==> src/rtl/video_timing_pkg.sv <==
// Shared 720p60 raster constants and coordinate type.
// Used by the timing generator, hdmi_transmit and all game objects.
package video_timing_pkg;

    localparam int unsigned HRES   = 1280;
    localparam int unsigned H_FP   = 110;
    localparam int unsigned H_SYNC = 40;
    localparam int unsigned H_BP   = 220;
    localparam int unsigned VRES   = 720;
    localparam int unsigned V_FP   = 5;
    localparam int unsigned V_SYNC = 5;
    localparam int unsigned V_BP   = 20;

    localparam int unsigned H_BLANK = H_FP + H_SYNC + H_BP;
    localparam int unsigned H_TOTAL = H_BLANK + HRES;
    localparam int unsigned V_BLANK = V_FP + V_SYNC + V_BP;
    localparam int unsigned V_TOTAL = V_BLANK + VRES;

    typedef logic signed [11:0] coord_t;
    typedef logic [10:0]        cnt_t;

    // Raw counter to screen coordinate; blanking maps to negatives.
    function automatic coord_t cnt_to_pos(cnt_t cnt, int unsigned blank);
        return coord_t'({1'b0, cnt}) - coord_t'(blank);
    endfunction

endpackage

==> src/rtl/sync_axis_counter.sv <==
// One raster axis: wrapping counter plus registered position/sync decode.
// Ports: adv_in (pipeline enable), tick_in/wrap_out, pos, sync, first.
module sync_axis_counter
    import video_timing_pkg::*;
#(
    parameter int unsigned TOTAL = H_TOTAL,
    parameter int unsigned FP    = H_FP,
    parameter int unsigned SYNC  = H_SYNC,
    parameter int unsigned BP    = H_BP,
    parameter logic        POL   = 1'b1
) (
    input  logic   clk,
    input  logic   rst_n,
    input  logic   adv_in,
    input  logic   tick_in,
    output logic   wrap_out,
    output coord_t pos,
    output logic   sync,
    output logic   first
);

    localparam int unsigned BLANK   = FP + SYNC + BP;
    localparam cnt_t        CNT_MAX = cnt_t'(TOTAL - 1);
    localparam cnt_t        SYNC_LO = cnt_t'(FP);
    localparam cnt_t        SYNC_HI = cnt_t'(FP + SYNC - 1);

    cnt_t   cnt_q, cnt_d;
    coord_t pos_q, pos_d;
    logic   sync_q, sync_d;
    logic   first_q, first_d;

    // Counter steps on tick_in; the decode stage samples the count on
    // every advancing cycle so outputs trail the counter by one cycle.
    always_comb begin
        cnt_d    = cnt_q;
        pos_d    = pos_q;
        sync_d   = sync_q;
        first_d  = first_q;
        wrap_out = tick_in && (cnt_q == CNT_MAX);
        if (tick_in) begin
            cnt_d = wrap_out ? '0 : cnt_q + 1'b1;
        end
        if (adv_in) begin
            pos_d   = cnt_to_pos(cnt_q, BLANK);
            sync_d  = (cnt_q >= SYNC_LO && cnt_q <= SYNC_HI) ? POL : ~POL;
            first_d = (cnt_q == '0);
        end
    end

    always_ff @(posedge clk) begin
        if (!rst_n) begin
            cnt_q   <= '0;
            pos_q   <= cnt_to_pos(cnt_t'(0), BLANK);
            sync_q  <= ~POL;
            first_q <= 1'b0;
        end else begin
            cnt_q   <= cnt_d;
            pos_q   <= pos_d;
            sync_q  <= sync_d;
            first_q <= first_d;
        end
    end

    assign pos   = pos_q;
    assign sync  = sync_q;
    assign first = first_q;

endmodule

==> src/rtl/video_timing_gen.sv <==
// Raster timing generator: hpos/vpos, active, fsync/lsync, h/vsync.
// Ports: pixel_clk, rst_n (sync), en (freeze), frame_cnt (wraps 2^16).
module video_timing_gen
    import video_timing_pkg::*;
#(
    parameter int unsigned HRES     = video_timing_pkg::HRES,
    parameter int unsigned H_FP     = video_timing_pkg::H_FP,
    parameter int unsigned H_SYNC   = video_timing_pkg::H_SYNC,
    parameter int unsigned H_BP     = video_timing_pkg::H_BP,
    parameter int unsigned VRES     = video_timing_pkg::VRES,
    parameter int unsigned V_FP     = video_timing_pkg::V_FP,
    parameter int unsigned V_SYNC   = video_timing_pkg::V_SYNC,
    parameter int unsigned V_BP     = video_timing_pkg::V_BP,
    parameter logic        SYNC_POL = 1'b1
) (
    input  logic        pixel_clk,
    input  logic        rst_n,
    input  logic        en,
    output coord_t      hpos,
    output coord_t      vpos,
    output logic        active,
    output logic        fsync,
    output logic        lsync,
    output logic        hsync,
    output logic        vsync,
    output logic [15:0] frame_cnt
);

    localparam int unsigned H_TOT = H_FP + H_SYNC + H_BP + HRES;
    localparam int unsigned V_TOT = V_FP + V_SYNC + V_BP + VRES;

    if (H_FP < 1 || H_SYNC < 1 || H_BP < 1 ||
        V_FP < 1 || V_SYNC < 1 || V_BP < 1 ||
        HRES < 1 || VRES < 1 ||
        H_TOT > 2047 || V_TOT > 2047) begin : g_bad_params
        $error("video_timing_gen: illegal timing parameters");
    end

    logic        run_q, run_d;
    logic        wrap_q, wrap_d;
    logic [15:0] frame_cnt_q, frame_cnt_d;
    logic        adv;
    logic        h_wrap, v_wrap;
    logic        h_first, v_first;

    // The first enabled cycle after reset only arms the pipeline, so the
    // reset outputs persist one edge and fsync lands on the second edge.
    assign adv = en && run_q;

    sync_axis_counter #(
        .TOTAL (H_TOT),
        .FP    (H_FP),
        .SYNC  (H_SYNC),
        .BP    (H_BP),
        .POL   (SYNC_POL)
    ) u_h (
        .clk      (pixel_clk),
        .rst_n    (rst_n),
        .adv_in   (adv),
        .tick_in  (adv),
        .wrap_out (h_wrap),
        .pos      (hpos),
        .sync     (hsync),
        .first    (h_first)
    );

    sync_axis_counter #(
        .TOTAL (V_TOT),
        .FP    (V_FP),
        .SYNC  (V_SYNC),
        .BP    (V_BP),
        .POL   (SYNC_POL)
    ) u_v (
        .clk      (pixel_clk),
        .rst_n    (rst_n),
        .adv_in   (adv),
        .tick_in  (h_wrap),
        .wrap_out (v_wrap),
        .pos      (vpos),
        .sync     (vsync),
        .first    (v_first)
    );

    // v_wrap implies h_wrap; delay it one stage so frame_cnt steps
    // on the same edge that presents fsync.
    always_comb begin
        run_d       = run_q | en;
        wrap_d      = wrap_q;
        frame_cnt_d = frame_cnt_q;
        if (adv) begin
            wrap_d      = v_wrap;
            frame_cnt_d = frame_cnt_q + {15'd0, wrap_q};
        end
    end

    always_ff @(posedge pixel_clk) begin
        if (!rst_n) begin
            run_q       <= 1'b0;
            wrap_q      <= 1'b0;
            frame_cnt_q <= '0;
        end else begin
            run_q       <= run_d;
            wrap_q      <= wrap_d;
            frame_cnt_q <= frame_cnt_d;
        end
    end

    assign lsync     = h_first;
    assign fsync     = h_first && v_first;
    assign active    = !hpos[11] && !vpos[11];
    assign frame_cnt = frame_cnt_q;

endmodule

==> config.mk <==
export PLATFORM = sky130hd
export DESIGN_NAME = video_timing_gen
export DESIGN_NICKNAME = d
export VERILOG_FILES = /design/src/rtl/video_timing_pkg.sv /design/src/rtl/sync_axis_counter.sv /design/src/rtl/video_timing_gen.sv
export SDC_FILE = /design/constraint.sdc
export NUM_CORES = 1
export LEC_CHECK = 0
export ABC_AREA = 1
export ABC_CLOCK_PERIOD_IN_PS = 2350
export CAP_MARGIN = 0
export CORE_MARGIN = 2
export CORE_UTILIZATION = 25
export CTS_CLUSTER_SIZE = 24
export DETAILED_ROUTE_END_ITERATION = 10
export PLACE_DENSITY_LB_ADDON = 0.12
export SYNTH_ARGS = -nofsm -noshare
export SYNTH_HDL_FRONTEND = slang
export SYNTH_HIERARCHICAL = 1
export SYNTH_SLANG_ARGS = --single-unit
==> constraint.sdc <==
create_clock -name pixel_clk -period 2.35 [get_ports pixel_clk]
set_clock_uncertainty 0.05 [all_clocks]
set_input_delay 0.5875 -clock pixel_clk [delete_from_list [all_inputs] [get_ports pixel_clk]]
set_output_delay 0.5875 -clock pixel_clk [all_outputs]
set_load 0.01 [all_outputs]
# After elaboration in Yosys (flattened, before gate mapping)

Index checks and enable logic that the tools add are counted.

Register bits after elaboration: 68
Input bits: 3
Output and inout port bits: 45

Add/subtract/negate cells: 5
$lt $le $gt $ge: 4
Equal/unequal tests: 2
Mux-type cells: 4
Bitwise operators: 1
Reductions and logical operators: 11

Operator list:

| operator                | count |
|---|---|
| $add A11 B1 Y11 const B | 2 |
| $logic_not A11 Y1       | 2 |
| $mux W11                | 2 |
| $add A16 B1 Y16         | 1 |
| $sub A11 B5 Y12 const B | 1 |
| $sub A11 B9 Y12 const B | 1 |
| $eq A11 B10 Y1 const B  | 1 |
| $eq A11 B11 Y1 const B  | 1 |
| $ge A11 B3 Y1 const B   | 1 |
| $ge A11 B7 Y1 const B   | 1 |
| $le A11 B4 Y1 const B   | 1 |
| $le A11 B8 Y1 const B   | 1 |
| $logic_and A1 B1 Y1     | 7 |
| $logic_not A1 Y1        | 2 |
| $mux W1                 | 2 |
| $or A1 B1 Y1            | 1 |

# Logic depth before layout (Yosys ltp)

Depth after elaboration: 4
Mapped depth: 15

# By module

Netlist, hierarchy kept.

Modules (own cells, without submodules):

| module                   | instances | cells an instance | area each (um2) |
|---|---|---|---|
| sync_axis_counter at u_h | 1         | 208               | 1,441.4 |
| sync_axis_counter at u_v | 1         | 192               | 1,320.0 |
| video_timing_gen         | 1         | 123               | 919.6 |

# Worst setup path before layout

OpenSTA, ideal clock, no wires.

Kind: input to register
Start point: input en
End point: register u_v.cnt_q[10]
Arrival: 2,089 ps
Required time: 2,182 ps
Slack: 93 ps
Stages: 15
Buffers on the path: 0
Path through: nand2_4 -> inv_1 -> nand2_1 -> nor2_1 -> nand3b_4 -> inv_1 -> nand2_1 -> nor2_4 -> inv_1 -> nor2_1 -> nand2_1 -> nand2_4 -> inv_2 -> nand2_1 -> nor2_1

Cells in the longest elaborated chain, start to end: 4

RTL lines:

| element                 | line                    | source |
|---|---|---|
| start: declaration      | video_timing_gen.sv:18  | `input logic en,` |
| $logic_and A1 B1 Y1 (*) | video_timing_gen.sv:48  | `assign adv = en && run_q;` |
| named net adv           | video_timing_gen.sv:42  | `logic adv;` |
| $logic_and A1 B1 Y1 (*) | sync_axis_counter.sv:39 | `wrap_out = tick_in && (cnt_q == CNT_MAX);` |
| named net h_wrap        | video_timing_gen.sv:43  | `logic h_wrap, v_wrap;` |
| $logic_and A1 B1 Y1     | sync_axis_counter.sv:39 |  |
| $mux W11                | sync_axis_counter.sv:41 | `cnt_d = wrap_out ? '0 : cnt_q + 1'b1;` |
| end signal: assignment  | sync_axis_counter.sv:57 | `cnt_q <= cnt_d;` |
| end: declaration        | sync_axis_counter.sv:27 | `cnt_t cnt_q, cnt_d;` |

Mark *: on every way through the listed nets, which the timed path passes. The rest lies on a longest branch.
A chain may end at the register's enable or synchronous reset.

# Worst setup path in the final report

Ends and elaborated chain as after synthesis.

==> flow_metrics.py <==
metrics = {
    "run": {
        "maxCapViolCount": 0,
    },
    "die": {
        "pin_count": 48,
        "die_w_um": 125,
        "start_util_pct": 25.4,
        "die_h_um": 125,
        "design.die.area_mm2": 0.0157,
        "row_count": 44,
        "core_area_mm2": 0.0145,
    },
    "global_routing": {
        "overflow": 0,
        "grt_max_degree": 26,
        "antenna_found_initial": 0,
        "grt_pass1_wl_um": 16500,
        "grtUsageTotal_pct": 13.2,
        "grt_pass1_vias": 3241,
    },
    "sta": {
        "max_slew.worst_pin.slew_ns": 0.523,
        "hold_slack_ns": 0.417,
        "finalHoldViolCount": 0,
        "period_needed_ns": 2.17,
        "rsz0062_at_grt": "false",
        "fmax_mhz": 462,
        "tns_ns": 0,
        "slew_violations": 0,
        "period_share_pct": 92.2,
        "setup_viol": 0,
        "relSlewSlack_pct": 65.1,
    },
    "layout": {
        "instances_no_fill": 775,
        "nFillCells": 1572,
        "drive_above_1_share_pct": 12.9,
        "layout_common_cells": "111 x nand2_1, 84 x nor2_1, 68 x dfxtp_1",
        "area_growth_pct": 28.8,
        "diodes": 0,
        "final-seq-area_mm2": 0.00136,
        "design_area_mm2": 0.00474,
        "multi_input_area_mm2": 0.00204,
        "layout.cells.most_common": "nand2_1",
        "nets": 606,
    },
    "worst_setup_path": {
        "worstPathArrival_ns": 2.34,
        "critPathKind": "in2reg",
        "cp_data_required_time_ns": 2.53,
        "cpPeakStageDelay_ns": 0.53,
        "cp-end-kind": "register",
        "worstPathMaxFanout": 8,
        "cpMaxStageDelayCell": "clkdlybuf4s50_1",
        "r2r_slack_ns": 0.38,
        "cp-start-kind": "input port",
        "crit_chain": "clkdlybuf4s50_1 > nand2_4 > inv_1 > nand2_1 > nor2_2 > nand3b_4 > inv_1 > nand2_1 > nor2_4 > inv_1 > nor2_1 > nand2_1 > nand2_4 > inv_2 > nand2_1 > nor2_1",
        "reg2reg_depth": 14,
        "r2r-end": "u_v/cnt_q[10]",
        "reg2reg_from": "u_h/cnt_q[1]",
        "cpMostUsedCell": "nand2_1",
    },
    "drt": {
        "dr.max_layer_used": "met4",
        "routed_wl_um": 9750,
        "firstDrtPassIters": 4,
        "drtIter0Drc": 165,
        "via_count": 3398,
        "wl_per_cell_um": 12.6,
        "vias_per_cell": 4.38,
        "met3_length_um": 277,
        "wl_met2_um": 4130,
        "antenna_left": 0,
        "m1WireLength_um": 5130,
        "drc": 0,
    },
    "run_status": {
        "status": "complete, no violations",
    },
    "cts": {
        "clkSinkCount": 68,
        "cts_setup_buffers": 0,
        "cts_hold_buf": 0,
        "clk_path_buf_depth": 2,
        "cts.clk_slew.worst_paths_ns": 0.05,
        "cts_resized": 0,
        "clk_latency_ns": 0.34,
        "cts_buffers": 9,
        "cts_max_level": 3,
        "clock-root-buffer": "clkbuf_16",
        "tritoncts": "yes",
    },
    "yosys": {
        "syn_avg_cell_area_um2": 7.04,
        "syn_inst": 523,
        "yosys_most_used_dff": "dfxtp_1",
        "synth_edf_count": 0,
        "ys_warn_count": 6,
        "netlist.area_leader.share_pct": 37.0,
        "synth_top_area_cell": "dfxtp_1",
        "yosysSeqAreaShare_pct": 37.0,
        "synth_seq_cells": 68,
        "synthTopCellsByArea": "dfxtp_1 37%, nand2_1 11%, nor2_1 8.7%",
        "syn_nets": 543,
        "ys_types": 32,
        "async_flop_share_pct": 0,
        "syn_area_mm2": 0.00368,
    },
    "power": {
        "p_per_area_mw_per_mm2": 570,
        "total_power_mw": 2.70,
        "p_leak_nw": 1.99,
        "ir_worst_vdd_uv": 348,
    },
    "placement": {
        "dpl.hpwl_um": 7400,
        "numPortBuffers": 47,
        "post_dp_cell_area_mm2": 0.00445,
        "placed_cells": 759,
        "gp_congestion": 0.791,
    },
    "worst_hold_path": {
        "hold_depth": 2,
        "hold-path-endpoint": "u_h/pos[2]",
        "min_from": "u_h/pos[2]",
        "hold_class": "reg2reg",
    },
}
[final cells by class]
type	count	area share (%)
repair buffers	66	12.9
clock buffers	15	5.86
multi-input cells	384	43.0
well taps	184	4.86
inverters	57	4.51
clock inverters	1	0.106
flip-flops and latches	68	28.7
[metal layers]
layer | vias to the layer above | global-route usage, %
met1 | 1548 | 18.5
met3 | 13 | 2.70
met4 | 0 | 6.08
li1 | 1793 | -
met5 | - | 0
met2 | 44 | 19.2
[metrics by stage]
| stage | utilization [%] | worst slack (ns) |
|---|---|---|
| 4_1_cts | 32.7 | 0.145 |
| 5_1_grt | 32.7 | 0.00667 |
| 3_3_place_gp | 30.8 | -0.181 |
| 2_1_floorplan | - | 0.0927 |
| 6_report | 32.7 | 0.184 |
| 3_5_place_dp | 30.8 | -0.217 |
[state kept, by name, indices dropped and copies added, names as in the netlist]
signal,flops
frame_cnt,16
run_q,1
u_h/cnt_q,11
u_h/first,1
u_h/pos,12
u_h/sync,1
u_v/cnt_q,11
u_v/first,1
u_v/pos,12
u_v/sync,1
wrap_q,1
[worst max-delay path: cells and delay by family]
family	cells	cell delay, ns
AND/OR/NAND/NOR	11	0.99
buffers and inverters	5	0.77
[logic make-up (layout without fill, tap and decap cells)]
kind of cell    count (synthesis)  in the layout  synth area share (%)
compound gates                 63             63                  8.70
simple gates                  288            288                  37.0
fa+ha+maj                      17             17                  5.78
xor+xnor                       16             16                  3.81
flops                          68             68                  37.0
buf+inv                        71            139                  7.72
[worst max path at each step]
| stage | depth (start not counted) | slack (ns) | startpoint | end |
|---|---|---|---|---|
| 2_1_floorplan | 15 | 0.09 | en | u_v/cnt_q[10] |
| 3_5_place_dp | 16 | -0.22 | en | u_v/cnt_q[10] |
| 4_1_cts | 16 | 0.15 | en | u_v/cnt_q[8] |
| 5_1_grt | 16 | 0.007 | en | u_v/cnt_q[10] |
| 6_report | 16 | 0.18 | en | u_v/cnt_q[10] |
| 3_3_place_gp | 16 | -0.18 | en | u_v/cnt_q[10] |
[synthesized netlist by cell type (2+ instances only)]
library cell,count
nand2_4,3
nand3_2,4
o21ai_0,21
nor3b_2,2
nand2_2,9
buf_2,8
nand4_1,7
inv_2,6
xor2_1,16
nor2_1,85
o21ai_1,9
ha_1,17
nor2_4,8
nand3_1,34
dfxtp_1,68
nor2_2,7
nand2_1,111
inv_1,49
clkbuf_1,5
nor3_1,11
a21oi_1,31
clkinv_1,2
[power by group]
group / leakage (nW) / internal (mW) / switching (mW)
clock: 0.140 / 0.800 / 0.488
combinational: 1.30 / 0.0924 / 0.110
sequential: 0.553 / 1.19 / 0.0251
Note: power is estimated with default switching activity, not from simulation.
